--- src/rtl/sha_pkg.sv ---
// Shared widths and FSM state encoding for the SHA block loader.
package sha_pkg;

    localparam int BLOCK_W  = 512;
    localparam int DIGEST_W = 256;

    typedef enum logic [1:0] {
        ST_FILL  = 2'd0,
        ST_START = 2'd1,
        ST_BUSY  = 2'd2
    } state_t;

endpackage

--- src/rtl/sha_block_buf.sv ---
// Beat assembly buffer: counts accepted beats and drops each one into its
// big-endian slot of the 512-bit block (beat 0 lands in the MSBs).
module sha_block_buf
    import sha_pkg::*;
#(
    parameter int DATA_W = 128,
    parameter int BEATS  = BLOCK_W / DATA_W
) (
    input  logic               clk,
    input  logic               clr,
    input  logic               wr,
    input  logic               discard,
    input  logic [DATA_W-1:0]  data_in,
    output logic               at_first,
    output logic               at_last,
    output logic [BLOCK_W-1:0] block
);

    localparam int CNT_W = (BEATS > 1) ? $clog2(BEATS) : 1;
    localparam logic [CNT_W-1:0] LAST_IDX = CNT_W'(BEATS - 1);

    logic [CNT_W-1:0] cnt_reg;

    assign at_first = (cnt_reg == '0);
    assign at_last  = (cnt_reg == LAST_IDX);

    // Beat counter: wraps after the final beat, restarts when a block is discarded.
    always_ff @(posedge clk or negedge clr) begin
        if (!clr) begin
            cnt_reg <= '0;
        end else if (discard) begin
            cnt_reg <= '0;
        end else if (wr) begin
            cnt_reg <= at_last ? '0 : cnt_reg + 1'b1;
        end
    end

    genvar gi;
    generate
        for (gi = 0; gi < BEATS; gi++) begin : g_beat
            localparam logic [CNT_W-1:0] IDX = CNT_W'(gi);
            logic [DATA_W-1:0] beat_reg;

            // Slot gi captures the beat accepted while the counter points at it.
            always_ff @(posedge clk or negedge clr) begin
                if (!clr) begin
                    beat_reg <= '0;
                end else if (discard) begin
                    beat_reg <= '0;
                end else if (wr && (cnt_reg == IDX)) begin
                    beat_reg <= data_in;
                end
            end

            assign block[BLOCK_W-1-gi*DATA_W -: DATA_W] = beat_reg;
        end
    endgenerate

endmodule

--- src/rtl/sha_block_loader.sv ---
// Collects message beats into 512-bit blocks, sequences the SHA core with
// init/next pulses and captures the final digest of each message.
module sha_block_loader
    import sha_pkg::*;
#(
    parameter int DATA_W = 128
) (
    input  logic                clk,
    input  logic                clr,
    input  logic                write_en,
    input  logic [DATA_W-1:0]   data_in,
    input  logic                data_last,
    output logic                in_ready,
    output logic [BLOCK_W-1:0]  core_block,
    output logic                core_init,
    output logic                core_next,
    input  logic                core_ready,
    input  logic                core_digest_valid,
    input  logic [DIGEST_W-1:0] core_digest,
    output logic [DIGEST_W-1:0] hashvalue,
    output logic                valid,
    output logic                err
);

    localparam int BEATS = BLOCK_W / DATA_W;

    state_t state_reg, state_next;
    logic   init_next, next_next;
    logic   first_blk_reg, last_blk_reg;
    logic   accept, bad_last, at_first, at_last;

    assign in_ready = (state_reg == ST_FILL);
    assign accept   = write_en && in_ready;
    // A data_last anywhere but the final beat of a block is a framing error.
    assign bad_last = accept && data_last && !at_last;

    sha_block_buf #(
        .DATA_W (DATA_W),
        .BEATS  (BEATS)
    ) u_buf (
        .clk      (clk),
        .clr      (clr),
        .wr       (accept && !bad_last),
        .discard  (bad_last),
        .data_in  (data_in),
        .at_first (at_first),
        .at_last  (at_last),
        .block    (core_block)
    );

    // State register and registered one-cycle core start pulses.
    always_ff @(posedge clk or negedge clr) begin
        if (!clr) begin
            state_reg <= ST_FILL;
            core_init <= 1'b0;
            core_next <= 1'b0;
        end else begin
            state_reg <= state_next;
            core_init <= init_next;
            core_next <= next_next;
        end
    end

    // Next-state logic; the start pulse is chosen by whether this block opens a message.
    always_comb begin
        state_next = state_reg;
        init_next  = 1'b0;
        next_next  = 1'b0;
        case (state_reg)
            ST_FILL: begin
                if (accept && at_last) state_next = ST_START;
            end
            ST_START: begin
                if (core_ready) begin
                    state_next = ST_BUSY;
                    init_next  = first_blk_reg;
                    next_next  = !first_blk_reg;
                end
            end
            ST_BUSY: begin
                if (core_digest_valid) state_next = ST_FILL;
            end
            default: state_next = ST_FILL;
        endcase
    end

    // Message bookkeeping: block position flags, digest capture, valid and error flags.
    always_ff @(posedge clk or negedge clr) begin
        if (!clr) begin
            first_blk_reg <= 1'b1;
            last_blk_reg  <= 1'b0;
            hashvalue     <= '0;
            valid         <= 1'b0;
            err           <= 1'b0;
        end else begin
            if (accept) begin
                if (bad_last) begin
                    err           <= 1'b1;
                    first_blk_reg <= 1'b1;
                end else begin
                    if (at_first) err <= 1'b0;
                    if (at_last) last_blk_reg <= data_last;
                end
                // The first beat of a new message retires the previous digest.
                if (at_first) valid <= 1'b0;
            end
            if ((state_reg == ST_BUSY) && core_digest_valid) begin
                if (last_blk_reg) begin
                    hashvalue     <= core_digest;
                    valid         <= 1'b1;
                    first_blk_reg <= 1'b1;
                end else begin
                    first_blk_reg <= 1'b0;
                end
            end
        end
    end

endmodule

--- config.mk ---
export PLATFORM = sky130hd
export DESIGN_NAME = sha_block_loader
export DESIGN_NICKNAME = d
export VERILOG_FILES = /design/src/rtl/sha_pkg.sv /design/src/rtl/sha_block_buf.sv /design/src/rtl/sha_block_loader.sv
export SDC_FILE = /design/constraint.sdc
export NUM_CORES = 1
export LEC_CHECK = 0
export ABC_CLOCK_PERIOD_IN_PS = 2950
export BUFFER_PORTS_ARGS = -buffer_cell sky130_fd_sc_hd__buf_2
export CAP_MARGIN = 20
export CORE_AREA = 4 4 454 456
export DETAILED_ROUTE_END_ITERATION = 8
export DIE_AREA = 0 0 458 460
export MAX_ROUTING_LAYER = met4
export PLACE_DENSITY = 0.3
export SYNTH_ARGS = -nofsm -noshare
export SYNTH_HDL_FRONTEND = slang
export SYNTH_SLANG_ARGS = --single-unit
--- constraint.sdc ---
create_clock -name clk -period 2.95 [get_ports clk]
set_clock_uncertainty 0.1 [all_clocks]
set_input_delay 0.59 -clock clk [delete_from_list [all_inputs] [get_ports clk]]
set_output_delay 0.59 -clock clk [all_outputs]
set_load 0.02 [all_outputs]
==> out/qor.txt, run 1 <==
Root Buffer Master: clkbuf_16
clock slew at reported path FFs: 0.06 ns
Cell Count, Final, Fillers Out: 6612
largest net degree at the start of global routing: 84
max frequency: 427 MHz
kind of critical path: flip-flop to flip-flop
total grt overflow: 0
peak supply drop: 464 µV
Compound-Gate Fraction of Synth Area: 12.3%
synthesis-to-finish area growth: 57.4%
synth unique cells: 31
status: finished, final reports clean
Final HPWL DP: 121 mm
Die Y: 460 µm
number of global-route vias before repair: 26300
setup ws final: 0.610 ns
setup TNS: 0 ns
total CTS buffers: 103
post-synthesis xor/xnor area fraction: 0%
relative slew slack: 48.7%
Initial Utilization: 14.4%
Crit Path Max Fanout: 67
antenna violations before repair: 24
nets: 4244
DR vias/cell: 3.71
WL final: 162 mm
Simple-Gate Fraction of Synth Area: 7.20%
layout cell share with drive strength beyond 1: 42.9%
Crit. Startpoint: u_buf.cnt_reg[0]
synthesized area: 0.0290 mm²
Req. time, crit path: 3.44 ns
multiplexer area fraction after synthesis: 9.93%
synthesized-area fraction occupied by adder cells: 0.172%
critical path arrival: 2.83 ns
#FFs+latches synth: 778
crit start category: flip-flop
max FFs per register: 512
sequential share of the synthesized area: 67.1%
# IOs: 1163
CP Capture Type: flip-flop
FF-to-FF Start: u_buf.cnt_reg[0]
Final min period: 2.34 ns
Placed Area: 0.0387 mm²
floorplan row count: 165
Port Buf Inserts: 1162
Hold Fails Final Rpt: 0
worst-margin pin slew: 0.769 ns
CTS HTree Levels: 3
CTS sink count: 778
Worst-Skew Late Latency: 0.72 ns
worst hold slack: 0.0940 ns
LEAKAGE: 0.0229 µW
drc violations: 0
power per standard cell area: 1070 mW/mm²
Synth Warn #: 0
syn nets: 2664
first-pass GRT wire length: 222 mm
cell count after placement: 6046
Synth Area per Inst: 12.8 µm²
GPL Wtd Cong: 0.832
top_reg_cell synth: dfrtp_1
initial drt markers: 1369
Die ar.: 0.211 mm²
commonest cells after routing, fill and taps aside: buf_2 (1161), dfrtp_1 (777), nand2_1 (516), dlygate4sd3_1 (371)
Bufs on Longest Clock Path: 3
Slew Limit Fails: 0
RSZ-0062 raised after global routing: false
final instance area: 0.0457 mm²
largest family of logic cells by synthesized area: compound AO/OA/AOI/OAI gates
worst hold start: core_digest[124]
TritonCTS clock tree: done
Antenna Nets Post-Route: 0
final setup fails: 0
core area: 0.202 mm²
Max-Cap Viols: 0
Die W: 458 µm
total vias in the final route: 24600
post_cts resized: 0
Detailed Routing Iterations Pass 1: 5
Min-Delay Path Class: input port to flip-flop
ys async rst share: 100%
number of synthesized flops with an enable pin: 0
commonest non-fill, non-tap cell in the layout: buf_2
Register Area: 0.0195 mm²
final period utilization: 79.3%
GRT Total Usage: 15.2%
instance count of the mapped netlist: 2270
multi-input logic area: 0.00868 mm²
routed wire length per instance: 24.5 µm
fill count: 21800
DP Worst Slack: 0.518 ns
[metal layers]
| metal | vias to the layer above | wire, µm | track usage [%] |
|---|---|---|---|
| met3 | 159 | 11300 | 4.36 |
| met2 | 896 | 74800 | 23.6 |
| met5 | - | 0 | - |
| li1 | 11100 | - | - |
| met1 | 12500 | 72200 | 19.4 |
| met4 | 0 | 3520 | 4.17 |
[final cells by class]
class                      instances  share of cell area, %
sequential                       778                   42.6
timing repair buffer            1645                   23.9
multi-input combinational       1318                   19.0
tap                             2672                   7.32
clock buffer                     153                   6.34
clock inverter                    24                  0.693
antenna                           18                 0.0986
inverter                           4                 0.0329
[cells by family after synthesis]
| group | count (synthesis) |
|---|---|
| AOI/OAI and AO/OA | 522 |
| adders and majority gates | 4 |
| buffers and inverters | 174 |
| DFF | 778 |
| muxes | 256 |
| and+or+nand+nor | 536 |
[final timing paths]
check / end / cells after the start / slack, ns
worst max-delay path: u_buf.g_beat[3].beat_reg[105] / 5 / 0.61
worst min-delay path: hashvalue[124] / 2 / 0.09
worst max register to register: u_buf.g_beat[3].beat_reg[105] / 5 / 0.61
worst min register to register: err / 1 / 0.38
max in group asynchronous: hashvalue[76] / 3 / 1.31
min in group asynchronous: u_buf.g_beat[0].beat_reg[28] / 2 / 0.35
[power by group]
part / switching [µW] / total, µW / internal [µW]
combinational: 12900 / 19600 / 6650
clock: 5250 / 12300 / 7040
sequential: 2330 / 17100 / 14800
total: 20500 / 48900 / 28400
[critical path, cell delays in order, from the launching register on]
cell,delay [ns]
dfrtp_1,0.41
ha_1,0.30
nor2b_1,0.43
and2_4,0.36
buf_12,0.29
o21ai_0,0.17
[synth_stat cells (8+ instances only)]
cell	count	area [µm²]
clkbuf_1	52	195
buf_4	18	135
o21ai_0	124	621
clkbuf_2	8	40.0
a22o_1	256	2240
a21oi_1	129	646
o21ai_1	11	55.1
mux2_2	256	2880
buf_1	12	45.0
nand2_1	517	1940
buf_2	60	300
dfrtp_1	777	19400
buf_6	20	225
[what timing repair did]
item                                   CTS  global route
hold buffers                           371             0
endpoints found under the hold margin  645             0
buffers inserted                         0             0
[stage by stage]
step	util, %	total power [µW]
floorplan	-	26900
detailed placement	19.2	36800
finish	22.7	48900
CTS	22.6	50100
global route	22.6	51700
global placement	19.2	36800
Power figures use the tool's default switching activity.
==> inputs of run 2 (changes only) <==
--- a/config.mk
+++ b/config.mk
@@ -5,14 +5,15 @@
 export SDC_FILE = /design/constraint.sdc
 export NUM_CORES = 1
 export LEC_CHECK = 0
-export ABC_CLOCK_PERIOD_IN_PS = 2950
+export ABC_AREA = 1
+export ABC_CLOCK_PERIOD_IN_PS = 2300
 export BUFFER_PORTS_ARGS = -buffer_cell sky130_fd_sc_hd__buf_2
 export CAP_MARGIN = 20
-export CORE_AREA = 4 4 454 456
+export CORE_AREA = 4 4 446 448
 export DETAILED_ROUTE_END_ITERATION = 8
-export DIE_AREA = 0 0 458 460
+export DIE_AREA = 0 0 450 452
 export MAX_ROUTING_LAYER = met4
-export PLACE_DENSITY = 0.3
+export PLACE_DENSITY = 0.31
 export SYNTH_ARGS = -nofsm -noshare
 export SYNTH_HDL_FRONTEND = slang
 export SYNTH_SLANG_ARGS = --single-unit
==> constraint.sdc (replaced) <==
create_clock -name clk -period 2.3 [get_ports clk]
set_clock_uncertainty 0.1 [all_clocks]
set_input_delay 0.46 -clock clk [delete_from_list [all_inputs] [get_ports clk]]
set_output_delay 0.46 -clock clk [all_outputs]
set_load 0.02 [all_outputs]
==> run 2 against run 1 <==
Effect of this change: worst hold slack worse by 0.0039 ns; critical path depth is 3 lower; sequential cell count did not move; routed wire length is 17% higher; sequential power grew 13%; global-route usage up 3.4 points; highest routed layer unchanged; non-clock buffer count is 27 higher; clock power up 34%; first-iteration DRC count is 54% higher; count of clock-buffer cells in the layout increased by 2; design area increased by 4.7%.
==> out/qor.txt, run 2 <==
status: finished, final reports clean
Req. time, crit path: 1.74 ns
instance count of the mapped netlist: 3397
ys async rst share: 100%
multiplexer area fraction after synthesis: 0%
relative slew slack: 57.1%
Antenna Nets Post-Route: 0
top_reg_cell synth: dfrtp_1
Cell Count, Final, Fillers Out: 7543
Reg2Reg Depth: 8
floorplan row count: 162
top cells by count, synth: nand2_1 (1170), dfrtp_1 (777), nand3_1 (388), inv_1 (264), nand4_1 (257)
CTS HTree Levels: 3
core area: 0.195 mm²
final period utilization: 91.7%
Max-Cap Viols: 0
Slew Limit Fails: 0
Final min period: 2.11 ns
highest routed metal layer: met4
Worst-Skew Late Latency: 0.74 ns
Die Y: 452 µm
routed wire length per instance: 25.0 µm
Compound-Gate Fraction of Synth Area: 4.21%
Min-Delay Path Class: input port to flip-flop
CP Capture Type: output pin
RR Endpoint: u_buf.g_beat[1].beat_reg[118]
commonest non-fill, non-tap cell in the layout: nand2_1
initial drt markers: 2109
Root Buffer Master: clkbuf_16
clock slew at reported path FFs: 0.06 ns
antenna violations before repair: 41
Synth Warn #: 0
Worst Hold Endpoint: u_buf.g_beat[3].beat_reg[125]
kind of critical path: flip-flop to output pin
Final HPWL DP: 144 mm
synthesized-area fraction occupied by adder cells: 0.161%
power per standard cell area: 1190 mW/mm²
top post-synthesis cells by area: dfrtp_1 (63%), nand2_1 (14%), nand3_1 (6.3%)
commonest cells after routing, fill and taps aside: nand2_1 (1167), buf_2 (1160), dfrtp_1 (777), nand3_1 (386), dlygate4sd3_1 (385)
post-synth top area share: 62.7%
Synth Area per Inst: 9.12 µm²
syn nets: 3791
Hold Fails Final Rpt: 0
synthesis-to-finish area growth: 54.3%
total vias in the final route: 30600
largest net degree at the start of global routing: 124
hold path cells: 3
Die W: 450 µm
largest family of logic cells by synthesized area: simple AND/OR/NAND/NOR gates
TritonCTS clock tree: done
Bufs on Longest Clock Path: 3
sequential share of the synthesized area: 62.8%
crit start category: flip-flop
worst-margin pin slew: 0.644 ns
met3 WL: 14.0 mm
top-count cell post-synth: nand2_1
DR vias/cell: 4.06
Crit Path Max Fanout: 5
drc violations: 0
Met2 Wirelength: 89.4 mm
Initial Utilization: 15.9%
post-synthesis xor/xnor area fraction: 0%
WL final: 189 mm
Die ar.: 0.203 mm²
DP Worst Slack: 0.214 ns
GRT Total Usage: 18.6%
max frequency: 474 MHz
synth unique cells: 19
LEAKAGE: 0.0268 µW
synthesized area: 0.0310 mm²
max FFs per register: 512
Post-Route M1 WL: 79.8 mm
#FFs+latches synth: 778
Port Buf Inserts: 1162
RSZ-0062 raised after global routing: false
setup TNS: 0 ns
layout cell share with drive strength beyond 1: 29.3%
Detailed Routing Iterations Pass 1: 6
nets: 5302
worst hold start: data_in[125]
cell count after placement: 6959
number of synthesized flops with an enable pin: 0
total CTS buffers: 103
critical path arrival: 1.55 ns
CTS sink count: 778
setup ws final: 0.191 ns
number of global-route vias before repair: 31500
Simple-Gate Fraction of Synth Area: 25.8%
total grt overflow: 0
peak supply drop: 528 µV
GPL Wtd Cong: 0.873
# IOs: 1163
first-pass GRT wire length: 263 mm
R2R Setup Slk: 0.24 ns
leading area contributor after synthesis: dfrtp_1
final setup fails: 0
FF-to-FF Start: u_buf.cnt_reg[0]
run 2: cell types whose count changed after synthesis, moves of 60 or more:
cell	before	now
a21oi_1	129	0
a22o_1	256	0
buf_2	60	138
clkbuf_1	52	112
inv_1	4	264
mux2_2	256	0
nand2_1	517	1170
nand3_1	1	388
nand4_1	0	257
o21ai_0	124	217
run 2: power breakdown:
group	internal, µW	switching [µW]
Sequential	17300	2120
Clock	9700	6760
Combinational	5910	15100
run 2: worst max path at each step:
stage,cells after the start,to,slack [ns],startpoint
floorplan,7,u_buf.g_beat[1].beat_reg[124],0.67,u_buf.cnt_reg[0]
global placement,8,u_buf.g_beat[1].beat_reg[123],0.25,u_buf.cnt_reg[0]
detailed placement,8,u_buf.g_beat[1].beat_reg[95],0.21,u_buf.cnt_reg[0]
CTS,2,in_ready,0.01,state_reg[0]
global route,2,in_ready,0.06,state_reg[0]
finish,2,in_ready,0.19,state_reg[0]
run 2: layer usage:
| metal | GRT usage, % | vias up |
|---|---|---|
| li1 | - | 14100 |
| met1 | 22.7 | 15200 |
| met3 | 5.38 | 248 |
| met5 | - | - |
| met4 | 5.69 | 0 |
| met2 | 29.8 | 1041 |
run 2: layout make-up:
type,count,area (µm²)
fill,21400,147000
sequential,778,19500
timing repair buffer,1672,11300
clock inverter,28,278
antenna,15,37.5
tap,2542,3180
inverter,267,1020
clock buffer,155,3110
multi-input combinational,2086,9430
run 2: critical path: stages, from the launching register on:
cell and delay (ns):
dfrtp_1 0.44, nor2_4 0.16, buf_4 0.20
run 2: logic make-up after synthesis:
kind of cell,after synthesis
buffers and inverters,533
flip-flops,778
AND/OR/NAND/NOR,1822
adder cells (fa/ha/maj),4
AO/OA/AOI/OAI,260
run 2: metrics by stage:
step | total power [µW] | hold slack [ns] | utilization (%) | area [µm²]
global route | 60000 | 0.0431 | 24.6 | 47800
CTS | 58200 | 0.00405 | 24.6 | 47800
global placement | 40500 | 0.278 | 20.8 | 40500
finish | 56900 | 0.0902 | 24.6 | 47800
floorplan | 29400 | 0.0644 | - | 31000
detailed placement | 40500 | 0.281 | 20.8 | 40500
run 2: timing repair:
item                                     CTS  global route
gates resized for setup                    1             0
endpoints found under the setup margin     1             0
endpoints found under the hold margin   1180             0
buffers inserted                           1             0
hold buffers                             385             0
